**src/rtl/mult_pkg.sv**
```systemverilog
// rtl/mult_pkg.sv - shared constants and FSM state type for seq_magnitude_multiplier
package mult_pkg;

  localparam int MULT_WIDTH = 8;

  function automatic int mult_cnt_w(input int w);
    return (w > 1) ? $clog2(w) : 1;
  endfunction

  localparam int MULT_CNT_W = mult_cnt_w(MULT_WIDTH);

  typedef enum logic [1:0] {
    IDLE = 2'd0,
    RUN  = 2'd1,
    SIGN = 2'd2,
    DONE = 2'd3
  } mult_state_e;

endpackage

```
**src/rtl/seq_magnitude_multiplier.sv**
```systemverilog
// rtl/seq_magnitude_multiplier.sv - shift-add magnitude multiplier with sign fix-up stage
// Optional MULT_EARLY_EXIT_EN: leave RUN once the remaining multiplier bits are zero.
module seq_magnitude_multiplier
  import mult_pkg::*;
#(
  parameter int WIDTH = MULT_WIDTH
) (
  input  logic               clk,
  input  logic               rst_n,
  input  logic               start,
  input  logic [WIDTH-1:0]   mcand_abs,
  input  logic [WIDTH-1:0]   mplier_abs,
  input  logic               sign_in,
  output logic               busy,
  output logic               done,
  output logic [2*WIDTH-1:0] product
);

  localparam int CNT_W = mult_cnt_w(WIDTH);

  mult_state_e        state_q;
  logic [2*WIDTH-1:0] mcand_q;
  logic [WIDTH-1:0]   mplier_q;
  logic [2*WIDTH-1:0] acc_q;
  logic [CNT_W-1:0]   cnt_q;
  logic               sign_q;
  logic [2*WIDTH-1:0] product_q;
  logic               busy_q;
  logic               done_q;

  logic [2*WIDTH-1:0] acc_d;
  logic [2*WIDTH-1:0] product_d;
  logic               last_iter_d;

  always_comb begin
    acc_d     = mplier_q[0] ? (acc_q + mcand_q) : acc_q;
    product_d = sign_q ? (~acc_q + {{(2*WIDTH-1){1'b0}}, 1'b1}) : acc_q;
`ifdef MULT_EARLY_EXIT_EN
    // The multiplier after this iteration's shift is just its upper bits.
    last_iter_d = (cnt_q == CNT_W'(WIDTH - 1)) || (mplier_q[WIDTH-1:1] == '0);
`else
    last_iter_d = (cnt_q == CNT_W'(WIDTH - 1));
`endif
  end

  always_ff @(posedge clk or negedge rst_n) begin
    if (!rst_n) begin
      state_q   <= IDLE;
      mcand_q   <= '0;
      mplier_q  <= '0;
      acc_q     <= '0;
      cnt_q     <= '0;
      sign_q    <= 1'b0;
      product_q <= '0;
      busy_q    <= 1'b0;
      done_q    <= 1'b0;
    end else begin
      done_q <= 1'b0;
      case (state_q)
        IDLE: begin
          if (start) begin
            mcand_q  <= {{WIDTH{1'b0}}, mcand_abs};
            mplier_q <= mplier_abs;
            sign_q   <= sign_in;
            acc_q    <= '0;
            cnt_q    <= '0;
            busy_q   <= 1'b1;
            state_q  <= RUN;
          end
        end
        RUN: begin
          acc_q    <= acc_d;
          mcand_q  <= mcand_q << 1;
          mplier_q <= mplier_q >> 1;
          cnt_q    <= cnt_q + CNT_W'(1);
          if (last_iter_d) begin
            state_q <= SIGN;
          end
        end
        SIGN: begin
          product_q <= product_d;
          busy_q    <= 1'b0;
          done_q    <= 1'b1;
          state_q   <= DONE;
        end
        DONE: begin
          state_q <= IDLE;
        end
        default: begin
          state_q <= IDLE;
        end
      endcase
    end
  end

  assign busy    = busy_q;
  assign done    = done_q;
  assign product = product_q;

endmodule

```
**config.mk**
```make
export PLATFORM = sky130hd
export DESIGN_NAME = seq_magnitude_multiplier
export DESIGN_NICKNAME = d
export VERILOG_FILES = /design/src/rtl/mult_pkg.sv /design/src/rtl/seq_magnitude_multiplier.sv
export SDC_FILE = /design/constraint.sdc
export NUM_CORES = 1
export LEC_CHECK = 0
export CAP_MARGIN = 20
export CELL_PAD_IN_SITES_DETAIL_PLACEMENT = 0
export CELL_PAD_IN_SITES_GLOBAL_PLACEMENT = 1
export CORE_ASPECT_RATIO = 1.25
export CORE_MARGIN = 2
export CORE_UTILIZATION = 45
export DETAILED_ROUTE_END_ITERATION = 10
export PLACE_DENSITY = 0.87
export SYNTH_ARGS = -nofsm -noshare
export SYNTH_HDL_FRONTEND = slang
export SYNTH_SLANG_ARGS = --single-unit
```
**constraint.sdc**
```tcl
create_clock -name clk -period 2.6 [get_ports clk]
set_input_delay 0.65 -clock clk [delete_from_list [all_inputs] [get_ports clk]]
set_output_delay 0.65 -clock clk [all_outputs]
set_load 0.005 [all_outputs]
```
==> key figures, run 1 <==
Outcome
  – Run status: finished clean

Worst setup path
  – Worst R2R End: acc_q[14]
  – Start point of the critical path: mcand_q[9]
  – Worst path max stage delay: 0.44 ns
  – Cell count of the worst reg-to-reg path: 7
  – Cells traversed along the worst timing path: ha_1 -> a21o_1 -> o21bai_1 -> a221oi_1 -> a21oi_1 -> or3_1 -> a32o_1
  – Critical path startpoint category: flop
  – Kind of end point of the critical path: flop
  – Signal arrival time at the worst endpoint: 2.57 ns
  – Worst Path Max Fanout: 4
  – Critical path start-end classification: reg2reg
  – Crit Reg-Reg Startpoint: mcand_q[9]
  – Setup slack of the worst register-to-register path: 0.25 ns
  – Destination of the critical timing path: acc_q[14]
  – Required time worst endpoint: 2.82 ns
  – Cell at the slowest stage of the critical path: sky130_fd_sc_hd__a221oi_1

Timing
  – Ratio of final minimum period to clock period: 90.4%
  – Max Slew Vio Count: 0
  – Upper clock frequency limit: 425 MHz
  – Clock period minus worst slack: 2.35 ns
  – Setup repair after global routing missed its margin: no
  – Clk_skew: 0.0133 ns
  – Worst slew margin relative to its limit: 57.7%
  – Final-report setup violation count: 0
  – Count of final hold-check violations: 0
  – Final worst-path setup slack: 0.249 ns
  – Setup TNS: 0 ns
  – Slew of the pin with the lowest slew margin: 0.635 ns
  – Fin Hold WS: 0.327 ns

Synth
  – Avg Inst Size Synth: 9.92 um2
  – Warnings, synthesis: 0
  – Post-synth EDFFs: 0
  – Proportion of register bits with asynchronous set or reset after synthesis: 100%
  – Post-synth net total: 413
  – Synthesized cell area: 3680 um2
  – Top flip-flop cell by instance count after synthesis: sky130_fd_sc_hd__dfrtp_1
  – Share of the yosys chip area belonging to registers: 43.5%
  – Unique cell type count in the Yosys netlist: 52
  – Cell count after synthesis: 371
  – Number of register bits inferred by synthesis: 64

Floorplan
  – Effective utilization at floorplan: 46.7%
  – Chip height: 105 um
  – Number of placement rows: 36
  – Die area: 8920 um2
  – Top-Level Pins: 38
  – Overall die width: 84.9 um
  – Core footprint: 7880 um2

Drt
  – Drt drc: 0
  – Number of DRC markers in iteration 0: 193
  – Vias: 2880
  – Total length of routed wires: 7830 um
  – Wire length per cell after detailed routing: 15.1 um
  – Avg Vias per Cell: 5.54
  – Number of nets with antenna violations after routing: 0
  – Length of the first detailed-routing pass in iterations: 4

Hold path
  – Worst min-delay path class: in2async

Global routing
  – Overflow after GRT: 0
  – Number of antenna violations at the first check in global routing: 0
  – Number of global-route vias before repair: 2883
  – Pin count of the biggest net entering global routing: 41
  – All-layer global routing usage: 19.1%
  – Wire length of the first global-routing pass: 13700 um

Place
  – Estimated wirelength of the detail-placed design: 5970 um
  – Dpl ws: 0.246 ns
  – Total of buffers placed on input and output ports: 37
  – Routability congestion estimate from global placement: 0.896

CTS
  – Worst skew pair latency: 0.34 ns
  – Number of hold buffers added after CTS: 0
  – CTS max path bufs: 2
  – CTS tree: yes
  – Number of buffers created by CTS: 9
  – Clock transition at the register clock pins on the worst setup and hold paths after CTS: 0.07 ns
  – Number of gates given a new drive strength after cts: 0
  – Clock sink count: 64
  – CTS H-Tree Depth: 3
  – Root buffer cell: sky130_fd_sc_hd__clkbuf_8
  – Buffer count from post-CTS setup fixing: 0

Layout
  – Number of fill cells: 708
  – Proportion of layout cells with a drive suffix above 1: 11.8%
  – Total Nets Final: 463
  – Antenna diode count: 0
  – Most common cell after layout, fill and taps aside: sky130_fd_sc_hd__dfrtp_1
  – Syn-to-layout area delta: 20.4%
  – Most frequent cells in the layout: 64 x sky130_fd_sc_hd__dfrtp_1, 36 x sky130_fd_sc_hd__nand2_1, 36 x sky130_fd_sc_hd__clkdlybuf4s50_1, 32 x sky130_fd_sc_hd__o21ai_0, 31 x sky130_fd_sc_hd__a21oi_1

Power and ir drop
  – Leakage power summed over all cells: 2.04 nW
  – Largest vdd supply drop: 0.560 mV
  – Final total power: 5.87 mW
  – Power per standard cell area: 1320 nW/um2

Run
  – Max Cap Viol: 0
-- stage by stage --
step           utilization [%]  std cells  instance area, um2
6_report                  56.2        520                4430
5_1_grt                   56.2        520                4430
4_1_cts                   56.2        520                4430
3_5_place_dp              53.9        505                4250
3_3_place_gp              53.9        505                4250
2_1_floorplan                -        371                3680
-- cell usage after synthesis, types with 3 or more instances --
cell type                   n  area, um2
sky130_fd_sc_hd__xor2_1    10       87.6
sky130_fd_sc_hd__nor2_1    19       71.3
sky130_fd_sc_hd__and2_1     3       18.8
sky130_fd_sc_hd__nand2b_1   5       31.3
sky130_fd_sc_hd__nor2b_1    7       43.8
sky130_fd_sc_hd__o31ai_1    4       30.0
sky130_fd_sc_hd__inv_1     12       45.0
sky130_fd_sc_hd__clkbuf_1  13       48.8
sky130_fd_sc_hd__a32o_1     3       30.0
sky130_fd_sc_hd__mux2i_1   17        170
sky130_fd_sc_hd__dfrtp_1   64       1600
sky130_fd_sc_hd__a31oi_1    3       18.8
sky130_fd_sc_hd__nand2_1   36        135
sky130_fd_sc_hd__o21ai_0   32        160
sky130_fd_sc_hd__xnor2_1   11       96.3
sky130_fd_sc_hd__nor3_1     5       25.0
sky130_fd_sc_hd__mux2_2     6       67.6
sky130_fd_sc_hd__a21oi_1   31        155
sky130_fd_sc_hd__a22o_1    13        114
sky130_fd_sc_hd__a21o_1     7       52.6
sky130_fd_sc_hd__ha_1      21        263
sky130_fd_sc_hd__o21a_1     4       30.0
sky130_fd_sc_hd__o211ai_1   3       22.5
sky130_fd_sc_hd__or3_1      3       18.8
-- routing by layer --
layer  vias to the layer above  track usage, %  routed length (um)  part of all wire, %
met3                        10            4.11                 206                  2.6
met4                         0            6.69                 130                  1.7
met1                      1368            26.0                3820                   49
li1                       1457               -                   -                    -
met2                        45            30.0                3670                   47
met5                         -               0                   0                    0
-- final cells by class --
cell class / instances / area [um2] / area share [%]
clock buffer: 11 / 141 / 3.19
sequential: 64 / 1600 / 36.1
clock inverter: 4 / 45.0 / 1.02
inverter: 12 / 45.0 / 1.02
multi-input combinational: 278 / 1970 / 44.5
tap: 95 / 119 / 2.68
timing repair buffer: 56 / 508 / 11.5
-- how the worst min path moves through the flow --
stage	end	slack [ns]	depth (start not counted)
floorplan	acc_q[0]	0.35	0
global placement	mplier_q[1]	0.46	2
detailed placement	mplier_q[3]	0.47	2
CTS	acc_q[0]	0.34	1
global route	acc_q[0]	0.36	1
finish	acc_q[0]	0.33	1
-- kinds of logic (layout without fill, tap and decap cells) --
logic type,after synthesis,count (layout),synth area share [%]
AND/OR/NAND/NOR,93,93,12.7
XOR/XNOR,21,21,5.00
buffers and inverters,29,83,3.03
flip-flops,64,64,43.5
multiplexers,23,23,6.46
AO/OA/AOI/OAI,119,119,21.6
adder cells (fa/ha/maj),22,22,7.68
-- report_power, final --
group	switching, mW	internal (mW)	leakage, nW	total (mW)
registers	0.399	1.45	0.818	1.85
logic	1.63	1.55	1.13	3.18
clock network	0.376	0.459	0.0989	0.835
total	2.41	3.46	2.04	5.87
-- worst max-delay path: cells and delay by family, from the launching register on --
family | cells | cell delay, ns
flops | 1 | 0.41
simple gates | 1 | 0.32
fa+ha+maj | 1 | 0.32
compound gates | 5 | 1.19
-- registers in the layout, indices dropped and copies added, names as in the netlist --
register,cells
state_q,2
product,16
done,1
sign_q,1
busy,1
mcand_q,16
mplier_q,8
acc_q,16
cnt_q,3
(Power assumes the default switching activity.)
==> inputs of run 2 (changes only) <==
ABC_AREA = 1   (was unset)
CORE_UTILIZATION = 42   (was 45)
PLACE_DENSITY = 0.86   (was 0.87)
==> run 2 against run 1 <==
Clock skew down 0.0084 ns. Core utilization is 5.6 points lower. Fmax is 28% higher. Synthesized cell count increased by 42%. Sequential share of layout area is 1.5 points lower. First-iteration DRC count fell by 35%. Critical path depth down 6. Cell area increased by 4.3%. Combinational power fell by 3%. Critical path type is now reg2out.
==> key figures, run 2 <==
Timing
  – Setup TNS: 0 ns
  – Slew of the pin with the lowest slew margin: 0.617 ns
  – Clock period minus worst slack: 1.83 ns
  – Clk_skew: 0.00487 ns
  – Final worst-path setup slack: 0.769 ns
  – Ratio of final minimum period to clock period: 70.4%
  – Final-report setup violation count: 0
  – Worst slew margin relative to its limit: 58.8%
  – Fin Hold WS: 0.336 ns
  – Setup repair after global routing missed its margin: no
  – Max Slew Vio Count: 0
  – Count of final hold-check violations: 0
  – Upper clock frequency limit: 546 MHz

Floorplan
  – Effective utilization at floorplan: 42.9%
  – Chip height: 112 um
  – Number of placement rows: 39
  – Die area: 10100 um2
  – Top-Level Pins: 38
  – Core footprint: 9130 um2
  – Overall die width: 90.3 um

Layout
  – Proportion of layout cells with a drive suffix above 1: 5.31%
  – Total Nets Final: 605
  – Syn-to-layout area delta: 18.2%
  – Most common cell after layout, fill and taps aside: sky130_fd_sc_hd__nand2_1
  – Final cell utilization of the core: 50.7%
  – Most frequent cells in the layout: 183 x sky130_fd_sc_hd__nand2_1, 73 x sky130_fd_sc_hd__inv_1, 64 x sky130_fd_sc_hd__dfrtp_1, 38 x sky130_fd_sc_hd__nand3_1, 36 x sky130_fd_sc_hd__clkdlybuf4s50_1
  – Number of fill cells: 921
  – Antenna diode count: 0

Drt
  – Number of nets with antenna violations after routing: 0
  – Drt drc: 0
  – Length of the first detailed-routing pass in iterations: 4
  – Avg Vias per Cell: 4.88
  – Total length of routed wires: 8860 um
  – Wire length per cell after detailed routing: 12.9 um
  – Number of DRC markers in iteration 0: 126
  – Vias: 3358

Synth
  – Top flip-flop cell by instance count after synthesis: sky130_fd_sc_hd__dfrtp_1
  – Cell count after synthesis: 526
  – Number of register bits inferred by synthesis: 64
  – Post-synth net total: 568
  – Cell taking the most area after synthesis: sky130_fd_sc_hd__dfrtp_1
  – Share of the yosys chip area belonging to registers: 40.9%
  – Warnings, synthesis: 0
  – Synthesized cell area: 3910 um2
  – Share of the synthesized area in the top cell type: 40.9%
  – Avg Inst Size Synth: 7.44 um2
  – Top-count cell post-synth: sky130_fd_sc_hd__nand2_1
  – Most area-consuming cells after synthesis: sky130_fd_sc_hd__dfrtp_1 41%, sky130_fd_sc_hd__nand2_1 18%, sky130_fd_sc_hd__inv_1 7.0%
  – Unique cell type count in the Yosys netlist: 30
  – Proportion of register bits with asynchronous set or reset after synthesis: 100%
  – Most common library cells after synthesis: 183 x sky130_fd_sc_hd__nand2_1, 73 x sky130_fd_sc_hd__inv_1, 64 x sky130_fd_sc_hd__dfrtp_1, 38 x sky130_fd_sc_hd__nand3_1, 33 x sky130_fd_sc_hd__nor2_1
  – Post-synth EDFFs: 0

CTS
  – Root buffer cell: sky130_fd_sc_hd__clkbuf_16
  – Clock sink count: 64
  – Buffer count from post-CTS setup fixing: 0
  – Clock transition at the register clock pins on the worst setup and hold paths after CTS: 0.05 ns
  – Number of gates given a new drive strength after cts: 0
  – Worst skew pair latency: 0.33 ns
  – CTS tree: yes
  – CTS H-Tree Depth: 3
  – CTS max path bufs: 2
  – Number of hold buffers added after CTS: 0
  – Number of buffers created by CTS: 9

Power and ir drop
  – Leakage power summed over all cells: 2.40 nW
  – Largest vdd supply drop: 0.689 mV
  – Final total power: 5.88 mW
  – Net switching share of the total power: 44.7%
  – Power per standard cell area: 1270 nW/um2
  – Net Sw Power: 2.63 mW
  – Power share of the clock group: 17.4%
  – Part of the total power dissipated in sequential elements: 30.2%
  – Internal power consumption: 3.25 mW
  – Comb pwr share: 52.4%

Worst setup path
  – Worst Path Max Fanout: 2
  – Cells traversed along the worst timing path: clkdlybuf4s50_1
  – WP buf/inv: 1
  – Worst R2R End: acc_q[12]
  – Top Family by Delay on Critical Path: buffers and inverters
  – Required time worst endpoint: 1.95 ns
  – Count of cell instances traversed by the critical path: 1
  – Start point of the critical path: busy
  – Setup slack of the worst register-to-register path: 0.79 ns
  – Kind of end point of the critical path: output pin
  – Destination of the critical timing path: busy
  – Worst path max stage delay: 0.51 ns
  – Cell count of the worst reg-to-reg path: 11
  – Cell at the slowest stage of the critical path: sky130_fd_sc_hd__clkdlybuf4s50_1
  – Critical path start-end classification: reg2out
  – Signal arrival time at the worst endpoint: 1.18 ns
  – Critical path startpoint category: flop
  – Crit Reg-Reg Startpoint: mcand_q[0]

Place
  – Total of buffers placed on input and output ports: 37
  – Estimated wirelength of the detail-placed design: 6560 um
  – Routability congestion estimate from global placement: 0.843
  – Dpl ws: 0.484 ns

Global routing
  – Pin count of the biggest net entering global routing: 65
  – Overflow after GRT: 0
  – Number of global-route vias before repair: 3283
  – Wire length of the first global-routing pass: 15200 um
  – All-layer global routing usage: 19.1%
  – Number of antenna violations at the first check in global routing: 0

Hold path
  – Worst min-delay path class: in2async

Outcome
  – Run status: finished clean

Run
  – Max Cap Viol: 0
## run 2: how the worst min path moves through the flow
stage               slack (ns)           to        start
finish                    0.34         done        rst_n
global route              0.37   mcand_q[0]        rst_n
CTS                       0.34   mcand_q[0]        rst_n
detailed placement        0.47  product[14]  product[14]
global placement          0.46  product[13]  product[13]
floorplan                 0.35     acc_q[0]        rst_n
## run 2: routing by layer
metal  GRT usage (%)  wire length (um)
met3            4.13               273
met5               0                 0
met2            33.6              4460
met4            7.59               172
met1            22.7              3950
## run 2: power by group through the flow
| stage | logic, mW | clock network [mW] | registers [mW] |
|---|---|---|---|
| 2_1_floorplan | 2.39 | 0 | 1.68 |
| 3_3_place_gp | 3.02 | 0 | 1.77 |
| 3_5_place_dp | 3.09 | 0 | 1.79 |
| 4_1_cts | 3.11 | 1.06 | 1.78 |
| 5_1_grt | 3.55 | 1.11 | 1.84 |
| 6_report | 3.08 | 1.03 | 1.78 |
## run 2: cell type report
| class | instances | area, um2 | share of cell area, % |
|---|---|---|---|
| Multi-Input combinational cell | 371 | 1930 | 41.7 |
| Sequential cell | 64 | 1600 | 34.6 |
| Clock inverter | 2 | 10.0 | 0.217 |
| Inverter | 76 | 288 | 6.22 |
| Tap cell | 123 | 154 | 3.33 |
| Timing Repair Buffer | 41 | 408 | 8.82 |
| Clock buffer | 11 | 233 | 5.03 |
## run 2: logic make-up after synthesis
group,synth area share [%]
simple gates,28.8
buf+inv,9.75
compound gates,11.2
flops,40.9
fa+ha+maj,7.23
xor+xnor,2.01
## run 2: metrics by stage
step           instance area (um2)  instances
2_1_floorplan                 3910        526
3_3_place_gp                  4380        675
3_5_place_dp                  4380        675
4_1_cts                       4620        688
5_1_grt                       4620        688
6_report                      4620        688
